**src/rtl/clb_cfg_loader.sv**
```systemverilog
// Configuration sequencer: streams N_CLB config words into CLB tiles in index
// order via a one-hot write strobe, then validates a trailing XOR checksum word.
module clb_cfg_loader #(
  parameter int N_CLB  = 16,
  parameter int WORD_W = 23,
  parameter int IDX_W  = $clog2(N_CLB)
) (
  input  logic              clk,
  input  logic              rst,
  input  logic              start,
  input  logic              abort,
  input  logic              cfg_valid,
  input  logic [WORD_W-1:0] cfg_data,
  output logic              cfg_ready,
  output logic [N_CLB-1:0]  clb_wr_en,
  output logic [WORD_W-1:0] clb_bits,
  output logic              busy,
  output logic              done,
  output logic              err
);

  localparam logic [1:0] S_IDLE  = 2'd0;
  localparam logic [1:0] S_LOAD  = 2'd1;
  localparam logic [1:0] S_CHECK = 2'd2;

  localparam logic [IDX_W-1:0] LAST_IDX = IDX_W'(N_CLB - 1);
  localparam logic [N_CLB-1:0] WR_BASE  = N_CLB'(1);

  logic [1:0]        state;
  logic [1:0]        state_nxt;
  logic [IDX_W-1:0]  idx;
  logic [WORD_W-1:0] chk;
  logic              accept;

  assign accept = cfg_valid && cfg_ready;

  // Next-state selection; abort outranks any accept while busy.
  always_comb begin
    state_nxt = state;
    case (state)
      S_IDLE: begin
        if (start) state_nxt = S_LOAD;
        else       state_nxt = S_IDLE;
      end
      S_LOAD: begin
        if (abort)                          state_nxt = S_IDLE;
        else if (accept && idx == LAST_IDX) state_nxt = S_CHECK;
        else                                state_nxt = S_LOAD;
      end
      S_CHECK: begin
        if (abort || accept) state_nxt = S_IDLE;
        else                 state_nxt = S_CHECK;
      end
      default: state_nxt = S_IDLE;
    endcase
  end

  // State, datapath and registered outputs.
  always_ff @(posedge clk) begin
    if (rst) begin
      state     <= S_IDLE;
      idx       <= '0;
      chk       <= '0;
      cfg_ready <= 1'b0;
      busy      <= 1'b0;
      clb_wr_en <= '0;
      clb_bits  <= '0;
      done      <= 1'b0;
      err       <= 1'b0;
    end else begin
      state     <= state_nxt;
      cfg_ready <= (state_nxt != S_IDLE);
      busy      <= (state_nxt != S_IDLE);
      clb_wr_en <= '0;
      done      <= 1'b0;
      case (state)
        S_IDLE: begin
          if (start) begin
            idx <= '0;
            chk <= '0;
            err <= 1'b0;
          end
        end
        S_LOAD: begin
          if (abort) begin
            done <= 1'b1;
            err  <= 1'b1;
          end else if (accept) begin
            clb_bits  <= cfg_data;
            clb_wr_en <= WR_BASE << idx;
            chk       <= chk ^ cfg_data;
            // idx parks on the last tile so it never wraps inside a load.
            if (idx != LAST_IDX) idx <= idx + IDX_W'(1);
          end
        end
        S_CHECK: begin
          if (abort) begin
            done <= 1'b1;
            err  <= 1'b1;
          end else if (accept) begin
            done <= 1'b1;
            err  <= (cfg_data != chk);
          end
        end
        default: begin
          idx <= '0;
          chk <= '0;
        end
      endcase
    end
  end

endmodule
```
**config.mk**
```make
export PLATFORM = sky130hd
export DESIGN_NAME = clb_cfg_loader
export DESIGN_NICKNAME = d
export VERILOG_FILES = /design/src/rtl/clb_cfg_loader.sv
export SDC_FILE = /design/constraint.sdc
export NUM_CORES = 1
export LEC_CHECK = 0
export ABC_CLOCK_PERIOD_IN_PS = 4800
export CAP_MARGIN = 20
export CELL_PAD_IN_SITES_DETAIL_PLACEMENT = 0
export CELL_PAD_IN_SITES_GLOBAL_PLACEMENT = 1
export CORE_MARGIN = 3
export CORE_UTILIZATION = 39
export CTS_CLUSTER_DIAMETER = 100
export DETAILED_ROUTE_END_ITERATION = 6
export PLACE_DENSITY = 0.81
export SYNTH_ARGS = -nofsm -noshare
export SYNTH_HDL_FRONTEND = slang
export SYNTH_SLANG_ARGS = --single-unit
```
**constraint.sdc**
```tcl
create_clock -name clk -period 4.8 [get_ports clk]
set_clock_uncertainty 0.2 [all_clocks]
set_input_delay 1.44 -clock clk [delete_from_list [all_inputs] [get_ports clk]]
set_output_delay 1.44 -clock clk [all_outputs]
set_load 0.1 [all_outputs]
```
==> results of run 1 <==
[layout make-up]
cell class,count,area [µm²],area share
Clock inverter,5,80.1,0.0202
Tap cell,99,124,0.0312
Inverter,8,30.0,0.00756
Timing Repair Buffer,74,731,0.184
Sequential cell,71,1420,0.358
Multi-Input combinational cell,239,1440,0.361
Clock buffer,11,151,0.0381
[worst min-delay path by stage]
stage | slack, ns | startpoint | to | cells after the start
2_1_floorplan | 0.28 | idx[1] | idx[1] | 2
3_3_place_gp | 0.24 | clb_bits[12] | clb_bits[12] | 2
3_5_place_dp | 0.25 | clb_bits[10] | clb_bits[10] | 2
4_1_cts | 0.26 | clb_bits[21] | clb_bits[21] | 2
5_1_grt | 0.28 | clb_bits[7] | clb_bits[7] | 2
6_report | 0.26 | clb_bits[21] | clb_bits[21] | 2
[metrics by stage]
step,area (µm²),utilization,std cells,hold slack (ns)
after floorplan,2950,-,334,0.277
after global placement,3740,0.513,491,0.244
after detailed placement,3740,0.513,491,0.249
after CTS,3970,0.545,507,0.261
after global routing,3970,0.545,507,0.282
final,3970,0.545,507,0.259
[layout by cell type (no fill, tap or decap), types with 5 or more instances in the layout]
cell and count:
inv_1 8, and2_1 6, and3_1 12, nor4_1 5, dfxtp_1 71, nand4_1 6, nor2_1 28, ha_1 10
clkbuf_8 11, xor2_1 42, clkdlybuf4s50_1 70, nand2_1 74, a21oi_1 27
[cells by family (layout without fill, tap and decap cells)]
| logic type | after synthesis | count (layout) | share of synthesized area |
|---|---|---|---|
| compound gates | 39 | 39 | 0.0789 |
| xor+xnor | 46 | 46 | 0.137 |
| fa+ha+maj | 10 | 10 | 0.0424 |
| buf+inv | 24 | 98 | 0.0382 |
| flops | 71 | 71 | 0.482 |
| simple gates | 144 | 144 | 0.222 |
[power by group]
part	total (mW)	leakage [nW]	internal (mW)	switching, mW
Sequential	0.616	0.575	0.604	0.0124
Clock	0.536	0.112	0.320	0.216
Combinational	0.149	0.889	0.0615	0.0874
[registers in the layout, summed over array words and instances, names as in the netlist]
signal,count
clb_wr_en,16
chk,23
idx,4
clb_bits,23
err,1
busy,1
done,1
state,2
[tightest hold or removal path: cells and delay by family (launching register included)]
| kind | cells | cell delay (ns) |
|---|---|---|
| compound gates | 1 | 0.05 |
| flops | 1 | 0.31 |
| simple gates | 1 | 0.05 |
[metal layers]
layer | part of all wire | global-route usage
met1 | 0.48 | 0.204
met2 | 0.45 | 0.257
met3 | 0.055 | 0.0398
met4 | 0.014 | 0.0659
met5 | 0 | 0
==> results.cfg, run 1 <==
[placement]
hpwl_mm = 4.57
pre_cts_ws_ns = 0.888
portBuffers = 70
place_congestion = 0.803

[logic_synthesis]
synth_area_leader_cell = dfxtp_1
seq_area_frac_synth = 0.482
synth_area_leaders = dfxtp_1, xor2_1, nand2_1
ys_warn_count = 0
synth-main-ff-cell = dfxtp_1
ys_types = 34
yosysMostFrequentCell = nand2_1
synth_edf_count = 0
ys_ff_latch = 71
syn-cell-area_mm2 = 0.00295
synthArstFlopShare = 0
yosys-top-cells-count = nand2_1, dfxtp_1, xor2_1
synthCells = 334
syn_avg_cell_area_um2 = 8.83
syn-num-nets = 372
synth_top_area_share = 0.482

[clock_network]
cts_root_buffer = clkbuf_8
cts_repair_resize_count = 0
clkTransAtPathRegs_ns = 0.07
htree_levels = 3
post_cts_buffers = 0
cts_tree = built
cts_buffers = 9
cts_sinks = 71
clock_latency_ns = 0.33
cts_hold_buf = 0
clk_path_buf_depth = 2

[setup_path]
critical_path_arrival_ns = 1.96
worstSetupPathType = reg2out
critPathLaunchType = flop
max_stage_delay_ns = 1.18
r2r_setup_slack_ns = 2.30
path_cells = clkdlybuf4s50_1
crit_start = busy
crit_fanout = 6
reg2reg_from = state[1]
required_ns = 3.16
critPathBufInv = 1
ff2ff_path_depth = 8
crit_slowest_cell = clkdlybuf4s50_1
r2r-end = busy
crit_cells = 1
crit_end = busy
endpoint_kind = output pin
cp_top_family = buffers and inverters

[global_routing]
grt_use_total = 0.160
grt_max_degree = 24
grt_pass1_vias = 2411
overflow = 0
grt_pass1_wl_mm = 11.1
antenna_found_initial = 0

[routing]
drt_iter0_markers = 39
routed_wl_mm = 6.38
avgViaCountPerCell = 4.70
via_count = 2381
drc = 0
ant_nets = 0
avgRoutedWirePerCell_um = 12.6
drtPass1Iterations = 4

[flow_run]
max_cap_viol_count = 0

[sta]
fmaxAchievable_mhz = 278
fin_crit_sh = 0.749
rsz0062_at_grt = no
setup_slack_ns = 1.20
finalHoldViolCount = 0
slew_violations = 0
fin_setup_tns_ns = 0
setup_viol = 0
tightestPinTransition_ns = 0.982
slew_headroom = 0.343
period_needed_ns = 3.60

[floorplan]
initial_utilization = 0.404
die_area_mm2 = 0.00864
die_w_um = 93.0
core-area_mm2 = 0.00729
pin_count = 71
die_y_um = 93.0
rows = 31

[final_layout]
syn2layout_area_growth_pct = 34.7
n_fill_cell = 716
n_antenna_cell = 0
layout-drive-gt1-share = 0.0637
nets = 441

[power_and_ir_drop]
p_total_mw = 1.30
p_leak_nw = 1.58
peakVddDrop_mv = 0.133
pwr_density_cell_mw_per_mm2 = 327

[run_status]
status = completed

[min_path]
hp-class = reg2reg
Power figures use the tool's default switching activity.
==> run 2, diff against run 1 <==
ABC_CLOCK_PERIOD_IN_PS = 3100   (was 4800)
CORE_UTILIZATION = 33   (was 39)
PLACE_DENSITY = 0.72   (was 0.81)
clock period = 3.1 ns   (was 4.8 ns; I/O delays follow)
==> results.cfg, run 2 (synthesis results as in run 1) <==
[run_status]
status = completed

[routing]
avgViaCountPerCell = 4.63
via_count = 2394
drt_iter0_markers = 60
drtPass1Iterations = 5
avgRoutedWirePerCell_um = 12.6
drc = 0
ant_nets = 0
routed_wl_mm = 6.53

[global_routing]
grt_pass1_vias = 2366
overflow = 0
grt_use_total = 0.136
grt_max_degree = 24
grt_pass1_wl_mm = 10.9
antenna_found_initial = 0

[sta]
fin_crit_sh = 0.826
fin_setup_tns_ns = 0
tightestPinTransition_ns = 0.561
finalHoldViolCount = 0
slew_headroom = 0.626
fmaxAchievable_mhz = 390
setup_viol = 0
slew_violations = 0
rsz0062_at_grt = no
whs_ns = 0.256
period_needed_ns = 2.56

[floorplan]
die_y_um = 101
die_w_um = 101
die_area_mm2 = 0.0101
rows = 33
core-area_mm2 = 0.00846
initial_utilization = 0.348
pin_count = 71

[clock_network]
clk_path_buf_depth = 2
clkTransAtPathRegs_ns = 0.08
clock_latency_ns = 0.35
cts_root_buffer = clkbuf_8
cts_sinks = 71
cts_buffers = 9
cts_tree = built
htree_levels = 3
cts_repair_resize_count = 0
post_cts_buffers = 0
cts_hold_buf = 0

[setup_path]
max_stage_delay_ns = 0.54
crit_slowest_cell = clkdlybuf4s50_1
crit_fanout = 23
required_ns = 3.13
critPathLaunchType = primary input
r2r_setup_slack_ns = 0.89
critPathBufInv = 2
path_cells = clkdlybuf4s50_1 > nand3b_1 > a211oi_4 > buf_12 > nand2_1 > xor2_1 > nor2_1
reg2reg_from = state[1]
cp_top_family = buffers and inverters
endpoint_kind = flop
ff2ff_path_depth = 6
r2r-end = clb_wr_en[4]
worstSetupPathType = in2reg
critical_path_arrival_ns = 2.59

[placement]
place_congestion = 0.756
portBuffers = 70
hpwl_mm = 4.75
postPlaceCellArea_mm2 = 0.00368
dp.cells = 501

[final_layout]
layout_common_cells = nand2_1, dfxtp_1, buf_4
n_antenna_cell = 0
n_fill_cell = 819
nets = 445
fin_cells = 517
mostFrequentLayoutCell = nand2_1
reg_top3 = chk x23, clb_bits x23, clb_wr_en x16
layout-drive-gt1-share = 0.177
final_area_mm2 = 0.00391
syn2layout_area_growth_pct = 32.4

[min_path]
whs_endpoint = clb_bits[3]
hp-class = reg2reg
hp-start = clb_bits[3]
hold-path-cell-count = 2

[power_and_ir_drop]
pwr_density_cell_mw_per_mm2 = 513
p_total_mw = 2.01
peakVddDrop_mv = 0.332
p_leak_nw = 1.69

[flow_run]
max_cap_viol_count = 0
-- run 2: worst min-delay path, cell delays in order (launching register included) --
cell and delay, ns:
dfxtp_1 0.31, nand2_1 0.05, a21oi_1 0.05
-- run 2: worst max-delay path by stage --
stage | endpoint | slack, ns | depth (start not counted) | from
after floorplan | cfg_ready | 0.53 | 1 | busy
after global placement | err | 0.22 | 6 | cfg_data[0]
after detailed placement | chk[22] | 0.19 | 7 | abort
after CTS | chk[12] | 0.54 | 7 | abort
after global routing | chk[18] | 0.43 | 7 | abort
final | chk[12] | 0.54 | 7 | abort
-- run 2: where the power goes --
part / switching, mW / leakage [nW] / internal [mW]
clock: 0.359 / 0.114 / 0.455
sequential: 0.0189 / 0.575 / 0.934
combinational: 0.136 / 1.00 / 0.101
-- run 2: cell type report --
| cell class | instances | area [µm²] | area share |
|---|---|---|---|
| Tap cell | 105 | 131 | 0.0336 |
| Timing Repair Buffer | 78 | 666 | 0.170 |
| Multi-Input combinational cell | 239 | 1440 | 0.368 |
| Clock inverter | 7 | 96.3 | 0.0247 |
| Clock buffer | 9 | 124 | 0.0317 |
| Sequential cell | 71 | 1420 | 0.364 |
| Inverter | 8 | 30.0 | 0.00769 |
-- run 2: through the flow --
stage	worst slack [ns]	util
3_5_place_dp	0.195	0.435
6_report	0.538	0.461
2_1_floorplan	0.530	-
4_1_cts	0.544	0.461
5_1_grt	0.426	0.461
3_3_place_gp	0.223	0.435
-- run 2: per-layer routing --
layer	wire length (µm)	vias up	share of wire	GRT usage
li1	-	1229	-	-
met1	2960	1103	0.45	0.162
met2	3120	52	0.48	0.232
met3	375	10	0.057	0.0478
met4	77	0	0.012	0.0373
met5	0	-	0	0
